==> src/rtl/calc_pkg.sv <==
// Shared opcode constants and sequencer state encoding for the calculator datapath.
package calc_pkg;

   localparam logic [1:0] OP_ADD = 2'b00;
   localparam logic [1:0] OP_SUB = 2'b01;
   localparam logic [1:0] OP_MUL = 2'b10;
   localparam logic [1:0] OP_ILL = 2'b11;

   typedef enum logic [1:0] {
      S_IDLE = 2'b00,
      S_EXEC = 2'b01,
      S_MUL  = 2'b10,
      S_DONE = 2'b11
   } state_t;

endpackage

==> src/rtl/calc_seq_datapath.sv <==
// Operand/accumulator registers, iteration counter and the WIDTH-bit ripple adder/subtractor.
// Optional signed-overflow flag is built only when CALC_SEQ_OVF_EN is defined.
module calc_seq_datapath
   import calc_pkg::*;
#(
   parameter int WIDTH = 4
) (
   input  logic               clk,
   input  logic               rst,
   input  logic               load,
   input  logic               step,
   input  logic               capture,
   input  logic               capture_ill,
   input  logic [1:0]         op,
   input  logic [WIDTH-1:0]   a,
   input  logic [WIDTH-1:0]   b,
   output logic               iter_done,
   output logic [2*WIDTH-1:0] result,
   output logic               err
`ifdef CALC_SEQ_OVF_EN
   ,
   output logic               ovf
`endif
);

   localparam int IW = $clog2(WIDTH + 1);

   logic [WIDTH-1:0]   a_q;
   logic [WIDTH-1:0]   b_q;
   logic [1:0]         op_q;
   logic [2*WIDTH-1:0] acc_q;
   logic [IW-1:0]      iter_q;

   logic [WIDTH-1:0]   add_a;
   logic [WIDTH-1:0]   add_b;
   logic               add_cin;
   logic [WIDTH-1:0]   sum;
   logic               cout;

   // Mul reuses the adder on the accumulator's upper half; b_q doubles as the multiplier shifter.
   always_comb begin
      add_a   = a_q;
      add_b   = b_q;
      add_cin = 1'b0;
      case (op_q)
         OP_SUB: begin
            add_b   = ~b_q;
            add_cin = 1'b1;
         end
         OP_MUL: begin
            add_a = acc_q[2*WIDTH-1:WIDTH];
            add_b = b_q[0] ? a_q : '0;
         end
         default: ;
      endcase
   end

   always_comb begin
      logic c;
      c   = add_cin;
      sum = '0;
      for (int i = 0; i < WIDTH; i++) begin
         sum[i] = add_a[i] ^ add_b[i] ^ c;
         c      = (add_a[i] & add_b[i]) | (c & (add_a[i] ^ add_b[i]));
      end
      cout = c;
   end

   assign iter_done = (iter_q == IW'(WIDTH));

   always_ff @(posedge clk) begin
      if (rst) begin
         a_q    <= '0;
         b_q    <= '0;
         op_q   <= OP_ADD;
         acc_q  <= '0;
         iter_q <= '0;
         result <= '0;
         err    <= 1'b0;
`ifdef CALC_SEQ_OVF_EN
         ovf    <= 1'b0;
`endif
      end else begin
         if (load) begin
            a_q    <= a;
            b_q    <= b;
            op_q   <= op;
            acc_q  <= '0;
            iter_q <= '0;
         end else if (step && !iter_done) begin
            acc_q  <= {cout, sum, acc_q[WIDTH-1:1]};
            b_q    <= b_q >> 1;
            iter_q <= iter_q + 1'b1;
         end

         if (capture_ill) begin
            result <= '0;
            err    <= 1'b1;
`ifdef CALC_SEQ_OVF_EN
            ovf    <= 1'b0;
`endif
         end else if (capture) begin
            result <= (op_q == OP_MUL) ? acc_q : (2*WIDTH)'({cout, sum});
            err    <= 1'b0;
`ifdef CALC_SEQ_OVF_EN
            // Same-sign operands into the adder producing a different-sign sum.
            ovf    <= (op_q != OP_MUL) && (add_a[WIDTH-1] == add_b[WIDTH-1])
                      && (sum[WIDTH-1] != add_a[WIDTH-1]);
`endif
         end
      end
   end

endmodule

==> src/rtl/calc_op_sequencer.sv <==
// Add/sub/mul sequencer around the shared ripple adder; FSM here, datapath in calc_seq_datapath.
// Optional ovf port is present only when CALC_SEQ_OVF_EN is defined.
module calc_op_sequencer
   import calc_pkg::*;
#(
   parameter int WIDTH = 4
) (
   input  logic               clk,
   input  logic               rst,
   input  logic               start,
   input  logic [1:0]         op,
   input  logic [WIDTH-1:0]   a,
   input  logic [WIDTH-1:0]   b,
   output logic               busy,
   output logic               done,
   output logic [2*WIDTH-1:0] result,
   output logic               err
`ifdef CALC_SEQ_OVF_EN
   ,
   output logic               ovf
`endif
);

   state_t state_q;
   state_t state_d;
   logic   load;
   logic   step;
   logic   capture;
   logic   capture_ill;
   logic   iter_done;

   always_ff @(posedge clk) begin
      if (rst) state_q <= S_IDLE;
      else     state_q <= state_d;
   end

   // MUL holds one extra cycle after the last iteration so mul completes at start+WIDTH+2.
   always_comb begin
      state_d     = state_q;
      load        = 1'b0;
      step        = 1'b0;
      capture     = 1'b0;
      capture_ill = 1'b0;
      busy        = 1'b0;
      done        = 1'b0;
      case (state_q)
         S_IDLE: begin
            if (start) begin
               load = 1'b1;
               case (op)
                  OP_ADD, OP_SUB: state_d = S_EXEC;
                  OP_MUL:         state_d = S_MUL;
                  default: begin
                     capture_ill = 1'b1;
                     state_d     = S_DONE;
                  end
               endcase
            end
         end
         S_EXEC: begin
            busy    = 1'b1;
            capture = 1'b1;
            state_d = S_DONE;
         end
         S_MUL: begin
            busy = 1'b1;
            step = 1'b1;
            if (iter_done) begin
               capture = 1'b1;
               state_d = S_DONE;
            end
         end
         S_DONE: begin
            done    = 1'b1;
            state_d = S_IDLE;
         end
         default: state_d = S_IDLE;
      endcase
   end

   calc_seq_datapath #(.WIDTH(WIDTH)) u_datapath (
      .clk         (clk),
      .rst         (rst),
      .load        (load),
      .step        (step),
      .capture     (capture),
      .capture_ill (capture_ill),
      .op          (op),
      .a           (a),
      .b           (b),
      .iter_done   (iter_done),
      .result      (result),
      .err         (err)
`ifdef CALC_SEQ_OVF_EN
      ,
      .ovf         (ovf)
`endif
   );

endmodule
==> config.mk <==
export PLATFORM = sky130hd
export DESIGN_NAME = calc_op_sequencer
export DESIGN_NICKNAME = d
export VERILOG_FILES = /design/src/rtl/calc_pkg.sv /design/src/rtl/calc_seq_datapath.sv /design/src/rtl/calc_op_sequencer.sv
export SDC_FILE = /design/constraint.sdc
export NUM_CORES = 1
export LEC_CHECK = 0
export BUFFER_PORTS_ARGS = -buffer_cell sky130_fd_sc_hd__buf_2
export CORE_ASPECT_RATIO = 1.5
export CORE_MARGIN = 2
export CORE_UTILIZATION = 50
export CTS_CLUSTER_DIAMETER = 30
export DETAILED_ROUTE_END_ITERATION = 8
export GPL_TIMING_DRIVEN = 0
export PLACE_DENSITY = 0.74
export SYNTH_ARGS = -nofsm -noshare
export SYNTH_HDL_FRONTEND = slang
export SYNTH_HIERARCHICAL = 1
export SYNTH_SLANG_ARGS = --single-unit
==> constraint.sdc <==
create_clock -name clk -period 3.2 [get_ports clk]
set_clock_uncertainty 0.1 [all_clocks]
set_input_delay 0.48 -clock clk [delete_from_list [all_inputs] [get_ports clk]]
set_output_delay 0.48 -clock clk [all_outputs]
set_load 0.1 [all_outputs]
-- Word-level counts from Yosys, hierarchy flattened
Index checks and enable logic that the tools add are counted.
Widths: inputs -> output; s select.
- flip-flop bits (word level): 32
- input bits: 13
- output and inout port bits: 11
- word-level logic and storage cells: 75
- add/sub/neg operators: 1
- equality and inequality tests: 10
- mux-type cells: 23
- bitwise gates (word level): 21
- reduce and logical (&&, ||, !) cells: 12
- operators by type and width (kind ; number):
    $mux 4 ; 4
    $mux 1 ; 12
    $and 1x1->1 ; 8
    $eq 2x2->1 const B ; 4
    $mux 8 ; 1
    $pmux 2 s4 ; 1
    $pmux 4 s2 ; 1
    $reduce_or 2->1 ; 4
    $xor 1x1->1 ; 8
    $eq 2x1->1 const B ; 3
    $logic_not 2->1 ; 2
    $mux 2 ; 2
    $not 4->4 ; 1
    $or 1x1->1 ; 4
    $pmux 2 s2 ; 1
    $reduce_bool 2->1 ; 2
    $add 3x1->3 const B ; 1
    $eq 3x3->1 const B ; 1
    $reduce_or 3->1 ; 1
    $ne 2x1->1 const B ; 1
    $ne 2x2->1 const B ; 1
    $pmux 1 s2 ; 1
    $reduce_and 2->1 ; 1
    $logic_and 1x1->1 ; 1
    $logic_not 1->1 ; 1

-- Longest topological paths before layout
- depth in word-level cells: 12
- gate-level depth with buffers: 13
- gate-level depth less buffers: 13

-- Cells and area by module
The synthesis kept the hierarchy.
- modules (own cells, without submodules) (module ; instances ; cells an instance ; area each (um^2) ; sequential area each (um^2)):
    calc_seq_datapath ; 1 ; 168 ; 1442.6 ; 600.6
    calc_op_sequencer ; 1 ; 23 ; 203.9 ; 40.0

-- Worst setup path after synthesis
Ideal clock, no wire load.
- path kind: reg2reg
- start: reg u_datapath.op_q[0]
- end: reg u_datapath.result[3]
- library setup time: 86 ps
- arrival: 2820 ps
- data required time: 3014 ps
- setup slack: 194 ps
- stages on the path, launching flop included: 13
- path buffers: 1
- period minus slack after synthesis: 3006 ps
- cells stage by stage: dfxtp_1 -> inv_1 -> ha_1 -> buf_2 -> mux2_2 -> fa_1 -> fa_1 -> inv_1 -> fa_1 -> inv_1 -> fa_1 -> mux2i_1 -> a211oi_1
- word-level cells in the longest chain between the ends: 11
- elaborated cells between the ends (all ways): 20
- classes of those cells: eq/ne: 2; mux: 4; bitwise: 14
- RTL lines (what ; RTL line ; RTL):
    start, declared ; calc_seq_datapath.sv:30 ; logic [1:0] op_q;
    start signal, assigned ; calc_seq_datapath.sv:87 ; op_q <= op;
    $eq 2x2->1 / $eq 2x1->1 (equally long branches) ; calc_seq_datapath.sv:45 ; case (op_q)
    $pmux 4 s2 / $mux 4 (equally long branches) ; calc_seq_datapath.sv:45 ;
    $xor 1x1->1 ; calc_seq_datapath.sv:64 ; c = (add_a[i] & add_b[i]) | (c & (add_a[i] ^ add_b[i]));
    $and 1x1->1 ; calc_seq_datapath.sv:64 ;
    $or 1x1->1 ; calc_seq_datapath.sv:64 ;
    $and 1x1->1 ; calc_seq_datapath.sv:64 ;
    $or 1x1->1 ; calc_seq_datapath.sv:64 ;
    $and 1x1->1 ; calc_seq_datapath.sv:64 ;
    $or 1x1->1 ; calc_seq_datapath.sv:64 ;
    $xor 1x1->1 * ; calc_seq_datapath.sv:63 ; sum[i] = add_a[i] ^ add_b[i] ^ c;
    net u_datapath.sum[3] ; calc_seq_datapath.sv:37 ; logic [WIDTH-1:0] sum;
    $mux 8 * ; calc_seq_datapath.sv:103 ; result <= (op_q == OP_MUL) ? acc_q : (2*WIDTH)'({cout, sum});
    end signal, assigned ; calc_seq_datapath.sv:103 ;
    end, declared ; calc_seq_datapath.sv:18 ; output logic [2*WIDTH-1:0] result,
The timed path passes the listed nets; every way through them passes the cells marked *.
A chain may end at the register's enable or synchronous reset.

-- Final worst setup path
Ends and elaborated chain as after synthesis.

==> out/metrics.csv <==
metric,value,unit
status,finished clean,
setup_violations,0,
clock.fmax,330,MHz
die_y,74.3,microns
power.leakage,0.814,nW
required,3.30,ns
hpwl,2440,microns
drc,0,
syn_to_final_growth,17.5,%
die_w,50.9,microns
antenna_found_initial,0,
slew_violations,0,
layout-drive-gt1-share,0.221,
ant_nets,0,
rows,25,
vias_per_cell,5.22,
synth_cell_type_count,30,
crit_path_end_kind,flip-flop,
synth.yosys.seq_area_share,0.389,
globalRouteTotalUtil,0.196,
worst_pin_slew,0.485,ns
mostFrequentLayoutCells,"30 x dfxtp_1, 28 x nand2_1, 27 x buf_2",
grt_pass1_vias,1274,
die_area,3780,sq um
hold_violations,0,
yosysWarnings,6,
grt_overflow_total,0,
cts_made_buffers,5,
worstSetupPathType,reg2reg,
cp_max_fo,3,
first_iter_violations,16,
grt_pass1_wl,5500,microns
syn_nets,217,
vdd_drop_max,0.000968,V
min_period_over_period,0.946,
antennaDiodeCount,0,
fin_util,0.612,
fin_ws,0.172,ns
clockBufferDepth,2,
root_buffer,clkbuf_8,
routedWlPerCell,12.3,microns
synth.ff_latch_count,32,
core_area,3160,sq um
layout.cells.non_filler,262,
syn_area,1650,sq um
clk_latency,0.28,ns
rsz0062_at_grt,false,
initial_utilization,0.521,
htree_levels,2,
cts.sinks,32,
slew_headroom,0.679,
syn_inst,191,
crit_path_start_kind,flip-flop,
place_ws,-0.0539,ns
post-route-min-period,3.03,ns
finalWeightedCongestion,0.804,
cts_hold_buffers,0,
cts_tree,yes,
clk_pin_slew_worst_paths,0.06,ns
arrival,3.13,ns
mostFrequentLayoutCell,dfxtp_1,
dp.cells,254,
io_pins,24,
drv_cap,0,
first_pass_iters,4,
vias,1368,
syn_area_per_cell,8.62,sq um
fin_nets,247,
hp-class,in2reg,
grt_start_max_net_pins,11,
power_density,878,nW/um^2
drt-total-wl,3230,microns
io_buffers,23,
-- timing repair --
| action | in CTS | in global routing |
|---|---|---|
| gates resized for setup | 1 | 8 |
| setup buffers | 0 | 1 |
| pin swaps | 0 | 0 |
| endpoints found under the setup margin | 1 | 1 |
| endpoints found under the hold margin | 0 | 0 |
-- kinds of logic after synthesis --
group	synth area share
multiplexers	0.0874
adder cells (fa/ha/maj)	0.117
buffers and inverters	0.0631
AND/OR/NAND/NOR	0.177
AO/OA/AOI/OAI	0.166
flip-flops	0.389
-- through the flow --
| stage | power, mW | hold WS [ns] | TNS [ns] | area, sq um |
|---|---|---|---|---|
| final | 1.70 | 0.337 | 0 | 1930 |
| after floorplan | 1.21 | 0.336 | 0 | 1650 |
| after detailed placement | 1.37 | 0.352 | -0.0539 | 1810 |
| after global routing | 1.82 | 0.350 | 0 | 1930 |
| after global placement | 1.36 | 0.343 | 0 | 1810 |
| after CTS | 1.69 | 0.333 | 0 | 1900 |
-- final timing paths --
| path | from | slack [ns] | cells past startpoint | end |
|---|---|---|---|---|
| hold reg to reg | u_datapath/result[6] | 0.36 | 2 | u_datapath/result[6] |
| setup / recovery | u_datapath/op_q[0] | 0.17 | 12 | u_datapath/result[3] |
| hold / removal | a[2] | 0.34 | 3 | u_datapath/a_q[2] |
| setup reg to reg | u_datapath/op_q[0] | 0.17 | 12 | u_datapath/result[3] |
-- critical path, cell delays in order (launching register included) --
cell      delay (ns)
dfxtp_2         0.33
inv_2           0.08
ha_1            0.17
buf_6           0.10
mux2_2          0.33
fa_1            0.41
fa_2            0.34
inv_1           0.07
fa_1            0.16
inv_1           0.05
fa_1            0.50
mux2i_1         0.09
a211oi_2        0.22
-- registers in the layout (all words and copies together), names as in the netlist --
name               cells
u_datapath/acc_q       8
u_datapath/result      8
u_datapath/a_q         4
u_datapath/b_q         4
u_datapath/iter_q      3
state_q                2
u_datapath/op_q        2
u_datapath/err         1
-- synth_stat cells --
library cell | count | share of area
a211oi_1 | 7 | 0.032
a21bo_1 | 1 | 0.0061
a21boi_2 | 1 | 0.0068
a21oi_1 | 25 | 0.076
a221oi_1 | 3 | 0.016
a311oi_1 | 1 | 0.0053
and2_1 | 2 | 0.0076
and3_1 | 3 | 0.011
buf_2 | 5 | 0.015
clkbuf_1 | 4 | 0.0091
dfxtp_1 | 32 | 0.39
fa_1 | 4 | 0.049
ha_1 | 9 | 0.068
inv_1 | 17 | 0.039
mux2_2 | 3 | 0.021
mux2i_1 | 11 | 0.067
nand2_1 | 28 | 0.064
nand2b_1 | 2 | 0.0076
nand3_1 | 5 | 0.015
nor2_1 | 14 | 0.032
nor2b_1 | 1 | 0.0038
nor2b_4 | 2 | 0.017
o21a_1 | 1 | 0.0046
o21ai_0 | 2 | 0.0061
o21ai_1 | 1 | 0.0030
o2bb2ai_1 | 1 | 0.0053
o32ai_1 | 1 | 0.0053
or2_1 | 1 | 0.0038
or2_2 | 2 | 0.0076
or3_1 | 2 | 0.0076
-- power by group --
group	internal [mW]	switching, mW	total, mW
registers	0.469	0.0537	0.523
logic	0.295	0.567	0.862
clock network	0.175	0.138	0.313
-- metal layers --
layer,vias up,GRT usage,wire (microns)
li1,702,-,-
met1,628,0.218,1380
met2,31,0.351,1650
met3,7,0.0482,133
met4,0,0.0901,63
met5,-,0,0
-- cell type report --
class | instances | area [sq um]
Fill cell | 313 | 1220
Multi-Input combinational cell | 133 | 922
Sequential cell | 32 | 643
Timing Repair Buffer | 24 | 123
Clock buffer | 8 | 90.1
Inverter | 17 | 63.8
Tap cell | 40 | 50.0
Buffer | 8 | 42.5
No activity file was read; power rests on OpenSTA's default activity.
